--- config.mk ---
export PLATFORM = sky130hd
export DESIGN_NAME = tone_gen
export DESIGN_NICKNAME = d
export VERILOG_FILES = /design/src/rtl/tone_pkg.sv /design/src/rtl/tone_pwm.sv /design/src/rtl/tone_gen.sv
export SDC_FILE = /design/constraint.sdc
export NUM_CORES = 1
export LEC_CHECK = 0
export CORE_MARGIN = 10
export CORE_UTILIZATION = 46
export CTS_CLUSTER_SIZE = 30
export DETAILED_ROUTE_END_ITERATION = 7
export GPL_TIMING_DRIVEN = 0
export HOLD_SLACK_MARGIN = 0.05
export PLACE_DENSITY_LB_ADDON = 0.08
export SLEW_MARGIN = 20
export SYNTH_ARGS = -nofsm -noshare
export SYNTH_HDL_FRONTEND = slang
export SYNTH_SLANG_ARGS = --single-unit
--- constraint.sdc ---
create_clock -name clk -period 2.9 [get_ports clk]
set_clock_uncertainty 0.1 [all_clocks]
set_input_delay 0.435 -clock clk [delete_from_list [all_inputs] [get_ports clk]]
set_output_delay 0.435 -clock clk [all_outputs]
set_load 0.02 [all_outputs]
--- src/rtl/tone_pkg.sv ---
// Shared types and constants for the tone generator: note LUT, state enum,
// rest/silent codes and the note-to-phase-increment helper.
package tone_pkg;

    localparam logic [3:0] REST_MIN    = 4'd12;  // codes 12..15 are rests
    localparam logic [3:0] NOTE_SILENT = 4'hF;   // outNote value while silent

    typedef enum logic [1:0] {
        IDLE = 2'd0,
        PLAY = 2'd1,
        GAP  = 2'd2
    } tone_state_t;

    // Octave-7 phase increments for a 100 MHz clock:
    // round(f_oct7 * 2^32 / 100e6); lower octaves are right shifts of these.
    function automatic logic [31:0] lut_oct7(input logic [3:0] note);
        logic [31:0] v;
        case (note)
            4'd0:    v = 32'd89894;   // C7
            4'd1:    v = 32'd95239;   // C#7
            4'd2:    v = 32'd100902;  // D7
            4'd3:    v = 32'd106902;  // D#7
            4'd4:    v = 32'd113259;  // E7
            4'd5:    v = 32'd119994;  // F7
            4'd6:    v = 32'd127129;  // F#7
            4'd7:    v = 32'd134689;  // G7
            4'd8:    v = 32'd142698;  // G#7
            4'd9:    v = 32'd151183;  // A7
            4'd10:   v = 32'd160173;  // A#7
            4'd11:   v = 32'd169697;  // B7
            default: v = 32'd0;
        endcase
        return v;
    endfunction

    // Phase increment for a note in a given octave (0..7).
    function automatic logic [31:0] note_inc(input logic [3:0] note, input logic [2:0] oct);
        return lut_oct7(note) >> (3'd7 - oct);
    endfunction

endpackage

--- src/rtl/tone_pwm.sv ---
// 8-bit free-running PWM: output is high while the square is high and the
// counter sits below the volume threshold. Registered, so it lags the square by one cycle.
module tone_pwm #(
    parameter int C_VOLUME = 128
) (
    input  logic clk,
    input  logic rstb,
    input  logic i_square,
    output logic o_pwm
);

    logic [7:0] r_pwm_cnt;
    logic       r_pwm;

    // Free-running duty counter, wraps 255 -> 0.
    always_ff @(posedge clk or negedge rstb) begin
        if (!rstb) r_pwm_cnt <= 8'd0;
        else       r_pwm_cnt <= r_pwm_cnt + 8'd1;
    end

    // Duty compare against the volume, gated by the square.
    always_ff @(posedge clk or negedge rstb) begin
        if (!rstb) r_pwm <= 1'b0;
        else       r_pwm <= i_square & ({1'b0, r_pwm_cnt} < 9'(C_VOLUME));
    end

    assign o_pwm = r_pwm;

endmodule

--- src/rtl/tone_gen.sv ---
// Tone generator: note code -> DDS square wave, gated by a note-duration /
// articulation FSM, driven out as 1-bit PWM and reported to the lights.
module tone_gen
    import tone_pkg::*;
#(
    parameter int C_CLK_FRQ         = 100_000_000,
    parameter int C_UART_DATA_WIDTH = 8,
    parameter int C_NOTE_MS         = 250,
    parameter int C_GAP_MS          = 20,
    parameter int C_VOLUME          = 128,
    // Prescaler period in cycles; derived from the clock, overridable to shorten simulation.
    parameter int C_MS_CYCLES       = C_CLK_FRQ / 1000
) (
    input  logic                         clk,
    input  logic                         rstb,
    input  logic                         inValid,
    input  logic [C_UART_DATA_WIDTH-1:0] inCode,
    output logic                         outPWM,
    output logic                         outSquare,
    output logic                         outBusy,
    output logic [3:0]                   outNote
);

    if (C_CLK_FRQ != 100_000_000) begin : g_bad_clk
        $error("tone_gen: frequency LUT only valid for C_CLK_FRQ = 100_000_000");
    end
    if (C_UART_DATA_WIDTH != 8) begin : g_bad_width
        $error("tone_gen: C_UART_DATA_WIDTH must be 8");
    end
    if (C_VOLUME < 0 || C_VOLUME > 255) begin : g_bad_vol
        $error("tone_gen: C_VOLUME must be 0..255");
    end

    tone_state_t r_state, w_state_nxt;
    logic [31:0] r_phase, r_inc, r_presc;
    logic [15:0] r_ms_cnt;
    logic        r_sustain;
    logic [3:0]  r_note;

    logic w_is_rest, w_load, w_rest, w_ms_tick, w_ms_clr, w_square;

    assign w_is_rest = inCode[3:0] >= REST_MIN;
    assign w_load    = inValid & ~w_is_rest;
    assign w_rest    = inValid &  w_is_rest;
    assign w_ms_tick = r_presc == 32'(C_MS_CYCLES - 1);

    // State register.
    always_ff @(posedge clk or negedge rstb) begin
        if (!rstb) r_state <= IDLE;
        else       r_state <= w_state_nxt;
    end

    // Next state: duration/gap expiry, with an incoming code overriding expiry.
    always_comb begin
        w_state_nxt = r_state;
        w_ms_clr    = 1'b0;
        unique case (r_state)
            IDLE: ;
            PLAY: if (w_ms_tick && !r_sustain && r_ms_cnt == 16'(C_NOTE_MS - 1)) begin
                w_state_nxt = GAP;
                w_ms_clr    = 1'b1;
            end
            GAP: if (w_ms_tick && r_ms_cnt == 16'(C_GAP_MS - 1)) begin
                w_state_nxt = IDLE;
                w_ms_clr    = 1'b1;
            end
            default: w_state_nxt = IDLE;
        endcase
        if (w_load)      w_state_nxt = PLAY;
        else if (w_rest) w_state_nxt = IDLE;
    end

    // Datapath: note load, phase accumulator, ms prescaler and ms counter.
    always_ff @(posedge clk or negedge rstb) begin
        if (!rstb) begin
            r_phase   <= 32'd0;
            r_inc     <= 32'd0;
            r_presc   <= 32'd0;
            r_ms_cnt  <= 16'd0;
            r_sustain <= 1'b0;
            r_note    <= NOTE_SILENT;
        end else if (w_load) begin
            r_phase   <= 32'd0;
            r_inc     <= note_inc(inCode[3:0], inCode[6:4]);
            r_presc   <= 32'd0;
            r_ms_cnt  <= 16'd0;
            r_sustain <= inCode[7];
            r_note    <= inCode[3:0];
        end else begin
            r_presc <= w_ms_tick ? 32'd0 : r_presc + 32'd1;
            if (r_state == PLAY) r_phase <= r_phase + r_inc;
            if (w_ms_clr)
                r_ms_cnt <= 16'd0;
            else if (w_ms_tick && r_state != IDLE && r_ms_cnt != 16'hFFFF)
                r_ms_cnt <= r_ms_cnt + 16'd1;  // saturates while sustained
        end
    end

    assign w_square  = (r_state == PLAY) & r_phase[31];
    assign outSquare = w_square;
    assign outBusy   = r_state != IDLE;
    assign outNote   = (r_state == PLAY) ? r_note : NOTE_SILENT;

    tone_pwm #(.C_VOLUME(C_VOLUME)) u_pwm (
        .clk      (clk),
        .rstb     (rstb),
        .i_square (w_square),
        .o_pwm    (outPWM)
    );

endmodule

==> metrics.cfg, run 1 <==
[sta]
setup_viol_count_final=0
hold_viol=0
rsz0062_at_grt=no
tightest_slew_ns=0.6694
period_minus_slack_ns=2.776
maxSlewViolCount=0
fin_crit_sh=0.9571
max_freq_mhz=360.3
max_slew_margin=0.5537

[drt]
dr.pass1.iters=5
antenna_left=0
wire_per_inst_um=16.98
drc=0
wl_um=18450
routed_via_density=5.768
via_count=6270
first_iter_violations=441

[worst_setup_path]
worst-path-buf-inv=2
worstPathArrival_ns=3.01
start_kind=register
reg2regPathDepth=10
worstSetupEndpointType=register
r2r_slack_ns=0.12
critPathKind=register to register
r2r-end=r_phase[28]
path_max_fanout=9
crit_path_cell_trace=ha_1 > fa_2 > a21o_1 > a221o_1 > o211ai_1 > buf_4 > o211ai_1 > buf_4 > a31o_2 > a21oi_1
slowest_delay_ns=0.40
cp_slowest_cell=a221o_1
critPathTopFamily=compound AO/OA/AOI/OAI gates
required_ns=3.13
r2r-start=r_phase[0]

[synth]
synth_xor_area_frac=0.07159
syn-mean-instance-area_um2=8.728
ys_seq_area_frac=0.3959
synth-async-reset-ratio=1.000
synth_ff_type=dfrtp_1
synth-compound-area-share=0.1655
synthAdderAreaFrac=0.05998
synth_warnings=0
synth_top_family_by_area=simple AND/OR/NAND/NOR gates
syn_inst=827
synth.distinct_cells=63
yosys.area_share.simple=0.2331
synth_seq_cells=114
syn_area_mm2=0.007218
synth_fp_nets=872
synth_edf_count=0
synthMuxAreaShare=0.03952

[global_routing]
grtUsageMet3=0.03695
grt_max_degree=66
use_met1=0.2142
grt-busiest-layer=met2
grt_pass1_wl_um=30540
grt_pass1_vias=6110
grt-ovfl-total=0
grt.met2_usage=0.2886
antenna_found_initial=0
grt_use_total=0.1734

[die]
die_x_um=145.3
coreArea_mm2=0.01531
std_cell_rows=45
dieArea_mm2=0.02110
die_h_um=145.3
io-pin-count=18
start_util=0.4713

[finish]
drive_gt1_frac=0.07306
nNetsFinal=909
num_antenna_cells=0
instances_no_fill=1087
syn_to_final_growth_pct=15.91
final_cell_area_mm2=0.008367

[flow_run]
cap_viol_max_count=0

[clock_tree]
cts_made_buffers=17
cts_tree=yes
path_clk_slew_ns=0.05
cts-root-buf=clkbuf_16
clock_path_buffers=2
clkSinkCount=114
h-tree-depth=4
clk_latency_ns=0.42

[power]
p_leak_uw=0.003632
power.total_uw=5617
seqPwrFrac=0.328
p_comb_frac=0.252
power_density_mw_per_mm2=671.3
peakVddDrop_mv=0.4773
power.net_switching_uw=1691
power.share.clock=0.420
sw_frac_of_total=0.3011
p_int_uw=3926

[worst_hold_path]
hold_depth=1
whs_endpoint=u_pwm.o_pwm
hp-start=u_pwm.r_pwm_cnt[7]
hp-class=register to register

[placement]
dp.cells=1053
dp_hpwl_um=13260
gp_congestion=0.8738
placed_area_mm2=0.007651
io_buffers=14

[outcome]
status=finished clean

-- power groups by stage --
| stage | clock network [uW] | registers (uW) | logic [uW] |
|---|---|---|---|
| floorplan | 0 | 1830 | 1030 |
| global placement | 0 | 1860 | 1340 |
| detailed placement | 0 | 1870 | 1360 |
| CTS | 2390 | 1840 | 1380 |
| global route | 2480 | 1860 | 1580 |
| finish | 2360 | 1840 | 1420 |
-- kinds of logic (layout without fill, tap and decap cells) --
group	after synthesis	after routing
AND/OR/NAND/NOR	339	339
flip-flops	114	114
multiplexers	28	28
adder cells (fa/ha/maj)	34	34
XOR/XNOR	59	59
buffers and inverters	66	115
AO/OA/AOI/OAI	187	187
-- layout by cell type, fill, tap and decap left out, types with 24 or more instances in the layout --
master / instances
xor2_1: 39
nand2_1: 79
a21oi_1: 54
o21ai_0: 47
inv_1: 25
nor2_1: 93
clkbuf_1: 29
ha_1: 32
dfrtp_1: 110
mux2i_1: 24
nand3_1: 36
-- final cells by class --
class | instances | area (um2)
timing repair buffer | 19 | 205.2
multi-input combinational | 647 | 4126
buffer | 40 | 162.7
fill | 1370 | 6948
clock inverter | 10 | 206.4
tap | 211 | 264.0
sequential | 114 | 2858
clock buffer | 21 | 450.4
inverter | 25 | 93.84
-- worst max path at each step --
stage / startpoint / end / slack, ns / cells past startpoint
6_report: r_phase[0] / r_phase[28] / 0.12 / 10
3_3_place_gp: rstb / r_phase[4] / -3.21 / 1
4_1_cts: r_phase[0] / r_phase[28] / 0.005 / 9
3_5_place_dp: inCode[1] / r_inc[4] / -0.75 / 11
2_1_floorplan: r_phase[0] / r_phase[28] / 0.29 / 8
5_1_grt: r_inc[12] / r_phase[31] / 0.0003 / 8
-- worst reg2reg max path: stages (launching register included) --
cell and delay, ns:
dfrtp_1 0.39, ha_1 0.24, fa_2 0.37, a21o_1 0.18
a221o_1 0.40, o211ai_1 0.20, buf_4 0.16, o211ai_1 0.10
buf_4 0.18, a31o_2 0.24, a21oi_1 0.12
-- metal layers --
layer / routed length, um / share of wire / vias to the layer above
li1: - / - / 3056
met1: 8267 / 0.45 / 3015
met2: 8939 / 0.48 / 172
met3: 863 / 0.047 / 27
met4: 384 / 0.021 / 0
met5: 0 / 0 / -
-- Yosys cell counts, types with 9 or more instances --
library cell / instances / area, um2
dfrtp_1: 110 / 2753
nor2_1: 93 / 349.1
nand2_1: 79 / 296.5
a21oi_1: 54 / 270.3
o21ai_0: 47 / 235.2
xor2_1: 39 / 341.6
nand3_1: 36 / 180.2
ha_1: 33 / 412.9
clkbuf_1: 32 / 120.1
inv_1: 25 / 93.84
mux2i_1: 24 / 240.2
nor3_1: 21 / 105.1
xnor2_1: 20 / 175.2
and3_1: 18 / 112.6
nand4_1: 18 / 112.6
nand2b_1: 16 / 100.1
o211ai_1: 13 / 97.59
and2_1: 10 / 62.56
a211oi_1: 9 / 67.56
buf_1: 9 / 33.78
-- flip-flops by register name, indices dropped and copies added (netlist names) --
signal / count
u_pwm.o_pwm: 1
r_ms_cnt: 16
r_presc: 32
r_note: 4
r_inc: 18
r_sustain: 1
r_phase: 32
u_pwm.r_pwm_cnt: 8
r_state: 2
-- through the flow --
stage / setup slack, ns / util / setup TNS (ns) / hold WS [ns]
6_report: 0.1244 / 0.5463 / 0 / 0.3546
5_1_grt: 0.0003497 / 0.5463 / 0 / 0.3807
2_1_floorplan: 0.2902 / - / 0 / 0.03941
3_5_place_dp: -0.7498 / 0.4996 / -11.48 / 0.3187
3_3_place_gp: -3.213 / 0.4977 / -369.52 / 0.3481
4_1_cts: 0.005250 / 0.5438 / 0 / 0.3564
-- what timing repair did --
item | 4_1_cts | 5_1_grt
setup buffers | 1 | 2
hold buffers | 1 | 0
resized for setup | 6 | 12
hold endpoints to repair | 49 | 0
pin swaps | 2 | 2
setup endpoints to repair | 24 | 24
No activity file was read; power rests on OpenSTA's default activity.
==> run 2, diff against run 1 <==
- CAP_MARGIN: default -> 20
- CORE_MARGIN: 10 -> 2
- MAX_ROUTING_LAYER: default -> met4
==> run 2 against run 1 <==
Sequential share of layout area grew 0.12 points. Maximum frequency shrank 1.0%. Sequential power is essentially flat. Critical endpoint is now r_inc[4]. Critical path type is now primary input to register. Global-route usage grew 6.7 points.
==> metrics.cfg, run 2 (same netlist as run 1, synthesis figures left out) <==
[outcome]
status=finished clean

[global_routing]
grt_max_degree=74
grt-ovfl-total=0
antenna_found_initial=0
grt_use_total=0.2404
grt_pass1_vias=6230
grt_pass1_wl_um=30950

[drt]
via_count=6231
routed_via_density=5.732
first_iter_violations=418
wire_per_inst_um=16.55
drc=0
wl_um=17990
wl_met3_um=643
wl_met1_um=9128
dr.pass1.iters=5
wl_met2_um=7975
highest_layer=met4
antenna_left=0

[flow_run]
cap_viol_max_count=0

[clock_tree]
clock_path_buffers=2
h-tree-depth=4
path_clk_slew_ns=0.06
cts-root-buf=clkbuf_16
cts_tree=yes
cts_made_buffers=17
clk_latency_ns=0.42
clkSinkCount=114

[worst_setup_path]
cp_slowest_cell=clkdlybuf4s50_1
required_ns=3.10
critPathKind=primary input to register
slowest_delay_ns=0.54
worstSetupEndpointType=register
crit_path_cell_trace=clkdlybuf4s50_1 > clkbuf_2 > inv_1 > ha_2 > mux2i_1 > mux2i_1 > a21o_1 > mux2i_1 > or3_1 > o211a_1
r2r-start=r_phase[0]
start_kind=primary input
crit_top_cell=mux2i_1
path_max_fanout=10
worstPathArrival_ns=3.00
crit_start=inCode[1]

[finish]
reg.largest.list=r_phase x32, r_presc x32, r_inc x18
final_cell_mix=dfrtp_1 (110), nor2_1 (93), nand2_1 (79)
final_cell_area_mm2=0.008338
syn_to_final_growth_pct=15.51
fill_cells=1375
num_antenna_cells=0
final_common_cell=dfrtp_1
nNetsFinal=908
drive_gt1_frac=0.07420
utilization=0.5465

[die]
std_cell_rows=45
die_x_um=129.3
start_util=0.4731
die_h_um=129.3
dieArea_mm2=0.01671
coreArea_mm2=0.01526
io-pin-count=18

[placement]
gp_congestion=0.9138
pre_cts_slack_ns=-0.7461
dp_hpwl_um=13050
placed_area_mm2=0.007651
io_buffers=14

[sta]
max_slew_margin=0.5467
tightest_slew_ns=0.6800
setup_viol_count_final=0
timing.final.ws_setup_ns=0.09619
maxSlewViolCount=0
max_freq_mhz=356.7
period_minus_slack_ns=2.804
rsz0062_at_grt=yes
hold_viol=0
fin_crit_sh=0.9668

[power]
peakVddDrop_mv=0.4949
power_density_mw_per_mm2=657.4
p_leak_uw=0.003623

[worst_hold_path]
hp-start=u_pwm.r_pwm_cnt[7]
hp-class=register to register

[run 2: power breakdown]
group / total [uW] / switching [uW] / internal, uW / leakage [uW]
logic: 1390 / 841 / 547 / 0.00181
registers: 1850 / 106 / 1740 / 0.00151
clock network: 2250 / 762 / 1490 / 0.000307
total: 5480 / 1710 / 3770 / 0.00362
[run 2: worst paths after layout]
kind | endpoint | cells after the start | slack [ns]
max | r_inc[4] | 10 | 0.1
min | u_pwm.o_pwm | 1 | 0.36
max reg2reg | r_phase[28] | 9 | 0.13
min reg2reg | u_pwm.o_pwm | 1 | 0.36
max in group asynchronous | r_note[3] | 3 | 1.57
min in group asynchronous | r_phase[5] | 2 | 0.40
[run 2: repair_timing]
| item | in CTS | in global routing |
|---|---|---|
| pin swaps | 1 | 1 |
| hold buffers | 1 | 0 |
| buffers inserted | 1 | 1 |
| endpoints found under the setup margin | 24 | 30 |
| hold endpoints to repair | 41 | 0 |
| gates resized for setup | 5 | 10 |
[run 2: cell type report]
cell class              count  area, um2  area share
repair buffers             18      196.4     0.02356
clock inverters            12      180.2     0.02161
multi-input cells         647       4126      0.4949
inverters                  25      93.84     0.01125
flip-flops and latches    114       2858      0.3427
clock buffers              20      456.7     0.05477
plain buffers              40      162.7     0.01951
well taps                 211      264.0     0.03166
[run 2: critical path, delay by kind of cell]
family          cells  cell delay, ns
compound gates      2            0.32
fa+ha+maj           1            0.47
mux                 3            0.50
simple gates        1            0.34
buf+inv             3            0.94
[run 2: per-stage QoR]
step	cells	hold WS, ns	total power [uW]	TNS [ns]
after floorplan	827	0.03941	2866	0
after global placement	1052	0.3567	3188	-368.95
after detailed placement	1053	0.2782	3225	-11.64
after CTS	1086	0.3680	5503	0
after global routing	1087	0.3799	5794	-0.01628
final	1087	0.3639	5482	0
[run 2: layer usage]
| metal | vias to the layer above | GRT usage |
|---|---|---|
| met4 | 0 | 0.06330 |
| met5 | - | - |
| li1 | 3032 | - |
| met2 | 129 | 0.3523 |
| met3 | 14 | 0.05037 |
| met1 | 3056 | 0.3394 |
==> run 3, diff against run 2 <==
- clock period: 2.9 -> 3.3 ns (I/O delays scaled with it)
==> run 3 against run 2 <==
Highest routed layer unchanged. Flip-flop and latch count unchanged. Worst setup slack improved by 0.13 ns. Global-route usage about the same. Sequential power is 12% lower. Final area shrank 0.41%.
==> metrics.cfg, run 3 (same netlist as run 1, synthesis figures left out) <==
[outcome]
status=finished clean

[sta]
setup_viol_count_final=0
fin_crit_sh=0.9307
tightest_slew_ns=0.7872
max_freq_mhz=325.6
maxSlewViolCount=0
rsz0062_at_grt=no
hold_viol=0
period_minus_slack_ns=3.071
hold_slack_ns=0.3593
max_slew_margin=0.4729

[die]
start_util=0.4731
dieArea_mm2=0.01671
die_x_um=129.3
io-pin-count=18
coreArea_mm2=0.01526
std_cell_rows=45
die_h_um=129.3

[clock_tree]
clkSinkCount=114
post_cts_buffers=0
h-tree-depth=4
path_clk_slew_ns=0.06
cts_tree=yes
cts-root-buf=clkbuf_16
cts_made_buffers=17
clk_latency_ns=0.42
clock_path_buffers=2

[global_routing]
grt_max_degree=74
grt_pass1_vias=6237
grt_use_total=0.2403
antenna_found_initial=0
grt-ovfl-total=0
grt_pass1_wl_um=30950

[placement]
gp_congestion=0.9138
dp.cells=1053
dp_hpwl_um=13050
io_buffers=14

[worst_hold_path]
hp-start=u_pwm.r_pwm_cnt[7]
hp-class=register to register
hold_depth=1

[power]
power_density_mw_per_mm2=579.4
p_leak_uw=0.003589
power.total_uw=4812
peakVddDrop_mv=0.4284

[worst_setup_path]
reg2regPathDepth=8
r2r-start=r_inc[0]
worstSetupEndpointType=register
required_ns=3.53
worstPathArrival_ns=3.30
path_max_fanout=9
crit_start=r_inc[0]
start_kind=register
critPathKind=register to register

[drt]
dr.pass1.iters=5
first_iter_violations=385
antenna_left=0
wl_um=18010
wire_per_inst_um=16.58
drc=0
via_count=6248
routed_via_density=5.753

[flow_run]
cap_viol_max_count=0

[finish]
syn_to_final_growth_pct=15.05
instances_no_fill=1086
drive_gt1_frac=0.06743
final_common_cell=dfrtp_1
final_cell_mix=dfrtp_1 (110), nor2_1 (93), nand2_1 (79)
reg.largest.list=r_phase x32, r_presc x32, r_inc x18
utilization=0.5442
nNetsFinal=907
num_antenna_cells=0

-- run 3: changes by cell type in the layout (fill, tap and decap cells not counted), sizes merged --
cell	previous run	this run
buf	13	11
clkdlybuf4s50	12	13
clkbuf	51	52
dlymetal6s2s	1	0
-- run 3: where the power goes --
| group | internal [uW] | leakage [uW] | total, uW | switching [uW] |
|---|---|---|---|---|
| Clock | 1310 | 0.000307 | 1980 | 674 |
| Sequential | 1530 | 0.00151 | 1620 | 92.7 |
| Combinational | 475 | 0.00177 | 1210 | 735 |
-- run 3: path summary, 6_finish.rpt --
path	to	slack, ns
setup / recovery	r_phase[28]	0.23
hold / removal	u_pwm.o_pwm	0.36
setup reg to reg	r_phase[28]	0.23
hold reg to reg	u_pwm.o_pwm	0.36
max in group asynchronous	r_note[3]	1.92
min in group asynchronous	r_phase[5]	0.46
-- run 3: what timing repair did --
item | CTS | global route
hold endpoints to repair | 41 | 0
setup endpoints to repair | 3 | 9
resized for setup | 2 | 6
hold buffers | 1 | 0
gates cloned | 0 | 0
-- run 3: final cells by class --
| cell class | count | area (um2) |
|---|---|---|
| Tap cell | 211 | 264.0 |
| Fill cell | 1380 | 6954 |
| Timing Repair Buffer | 16 | 178.9 |
| Clock inverter | 12 | 180.2 |
| Multi-Input combinational cell | 647 | 4113 |
| Inverter | 25 | 93.84 |
| Buffer | 41 | 160.2 |
| Sequential cell | 114 | 2858 |
| Clock buffer | 20 | 456.7 |
-- run 3: per-layer routing --
layer  vias to the layer above  track usage  part of all wire
li1                       3033            -                 -
met1                      3052       0.3378              0.49
met2                       143       0.3526              0.45
met3                        20      0.05120             0.047
met4                         0      0.06458             0.014
met5                         -            -                 0
-- run 3: critical path, stage by stage, from the launching register on --
cell	delay, ns
dfrtp_1	0.40
ha_1	0.23
fa_1	0.42
a21o_1	0.20
a221o_1	0.38
o211ai_1	0.38
o211ai_1	0.38
a31o_2	0.37
a21oi_1	0.12
-- run 3: through the flow --
stage               area [um2]  setup WS (ns)  setup TNS [ns]
detailed placement        7651        -0.4061          -3.545
finish                    8304         0.2288               0
floorplan                 7218         0.6902               0
global route              8304        0.05592               0
CTS                       8300        0.01402               0
global placement          7622         -2.863         -322.41
==> variant (flow settings as in run 1) <==
Make the reset (`rstb`) synchronous in 4 clocked blocks.
--- a/src/rtl/tone_pwm.sv
+++ b/src/rtl/tone_pwm.sv
@@ -13,13 +13,13 @@
     logic       r_pwm;
 
     // Free-running duty counter, wraps 255 -> 0.
-    always_ff @(posedge clk or negedge rstb) begin
+    always_ff @(posedge clk) begin
         if (!rstb) r_pwm_cnt <= 8'd0;
         else       r_pwm_cnt <= r_pwm_cnt + 8'd1;
     end
 
     // Duty compare against the volume, gated by the square.
-    always_ff @(posedge clk or negedge rstb) begin
+    always_ff @(posedge clk) begin
         if (!rstb) r_pwm <= 1'b0;
         else       r_pwm <= i_square & ({1'b0, r_pwm_cnt} < 9'(C_VOLUME));
     end
--- a/src/rtl/tone_gen.sv
+++ b/src/rtl/tone_gen.sv
@@ -45,7 +45,7 @@
     assign w_ms_tick = r_presc == 32'(C_MS_CYCLES - 1);
 
     // State register.
-    always_ff @(posedge clk or negedge rstb) begin
+    always_ff @(posedge clk) begin
         if (!rstb) r_state <= IDLE;
         else       r_state <= w_state_nxt;
     end
@@ -71,7 +71,7 @@
     end
 
     // Datapath: note load, phase accumulator, ms prescaler and ms counter.
-    always_ff @(posedge clk or negedge rstb) begin
+    always_ff @(posedge clk) begin
         if (!rstb) begin
             r_phase   <= 32'd0;
             r_inc     <= 32'd0;
Check against the original RTL: differs if rstb is asserted again (counterexample within 4 cycles, from zero or initial values and one cycle with rstb low); with rstb held inactive, the same outputs for 10 cycles.
==> variant against run 1 <==
  * Area after synthesis decreased by 6.6%
  * Routed wire length decreased by 6.9%
  * Sequential cell count unchanged
  * Final area decreased by 7.4%
  * Worst setup slack got worse by 3.8 ps
  * Core utilization decreased by 0.90 points
Power is not compared: it rests on default switching activity, and its combinational part moved more than twofold at a synthesized area within 25%.
==> variant: results (changes against run 1) <==
status: finished, final reports clean (unchanged)
layout cells sized above 1: 10.2% (was 7.31%)
vias in the first global route: 5645 (was 6110)
multi-input logic cell count: 649 (was 647)
Reg2Reg Setup Slack: 240 ps (was 120 ps)
routed vias/inst: 5.80 (was 5.77)
pin count of the biggest net entering global routing: 17 (was 66)
Hold Startpoint: u_pwm.r_pwm_cnt[0] (was u_pwm.r_pwm_cnt[7])
Non-clk bufs: 55 (was 59)
# clk buffers: 20 (was 21)
Non-Clock Inverter Count: 23 (was 25)
Nets: 904 (was 909)
DRT iter0 DRCs: 497 (was 441)
Seq/total area: 29.4% (was 34.2%)
Place WS: -514 ps (was -750 ps)
post-synthesis mux area share: 4.04% (was 3.95%)
CP Launch Point: inCode[1] (was r_phase[0])
Post-CTS Hold Buffers: 0 (was 1)
FFs w/ async S/R, synth: 0% (was 100%)
R2R cell count: 11 (was 10)
number of library cell types mapped by synthesis: 82 (was 63)
CP max stage cell: clkdlybuf4s50_1 (was a221o_1)
DR WL/cell: 16.2 um (was 17.0 um)
worst-path maximum fanout: 8 (was 9)
top cells by area, synth: dfxtp_1 34%, ha_1 5.9%, nor2_1 5.0%, xor2_1 4.8%, nand2_1 4.3% (was dfrtp_1 38%, ha_1 5.7%, nor2_1 4.8%, xor2_1 4.7%, nand2_1 4.1%)
Area Growth Syn to Fin: 14.9% (was 15.9%)
final hold slack: 357 ps (was 355 ps)
Main synth FF type: dfxtp_1 (was dfrtp_1)
synth cell count leaders: 114 x dfxtp_1, 90 x nor2_1, 78 x nand2_1, 58 x o21ai_0, 41 x a21oi_1 (was 110 x dfrtp_1, 93 x nor2_1, 79 x nand2_1, 54 x a21oi_1, 47 x o21ai_0)
clock-cell share of area: 7.78% (was 7.85%)
Final non-clock buffer share: 4.38% (was 4.40%)
post-DP HPWL: 12600 um (was 13300 um)
vias: 6131 (was 6270)
R2R Path End: r_phase[30] (was r_phase[28])
Mean Syn Cell Area: 8.18 um2 (was 8.73 um2)
area of the multi-input gates: 0.00421 mm2 (was 0.00413 mm2)
Critical R2R Launch: r_inc[0] (was r_phase[0])
Post-Synth XOR/XNOR Area: 8.70% (was 7.16%)
Die Area: 0.0199 mm2 (was 0.0211 mm2)
Overall Global Routing Usage: 17.1% (was 17.3%)
-- variant: per-layer routing --
metal / global-route usage (%) / wire, um / vias up
met4: 5.38 / 245 / 0
met1: 23.3 / 8390 / 2896
met2: 25.3 / 7600 / 191
li1: - / - / 3022
met5: 0 / 0 / -
met3: 4.74 / 938 / 22
-- variant: how the worst max path moves through the flow --
stage / depth (start not counted) / slack (ps) / end
floorplan: 9 / 520 / r_inc[6]
global placement: 11 / -530 / r_inc[11]
detailed placement: 11 / -510 / r_inc[11]
CTS: 10 / 20 / r_inc[6]
global route: 11 / -3 / r_inc[9]
finish: 10 / 120 / r_inc[6]
-- variant: repair_timing --
item / CTS / global route
gates cloned: 0 / 0
endpoints found under the setup margin: 11 / 22
gates resized for setup: 2 / 7
pin swaps: 0 / 1
setup buffers: 0 / 3
-- variant: worst max-delay path: cells and delay by family --
kind            cells  cell delay [ps]
compound gates      2              290
fa+ha+maj           1              330
buf+inv             3              910
mux                 4             1060
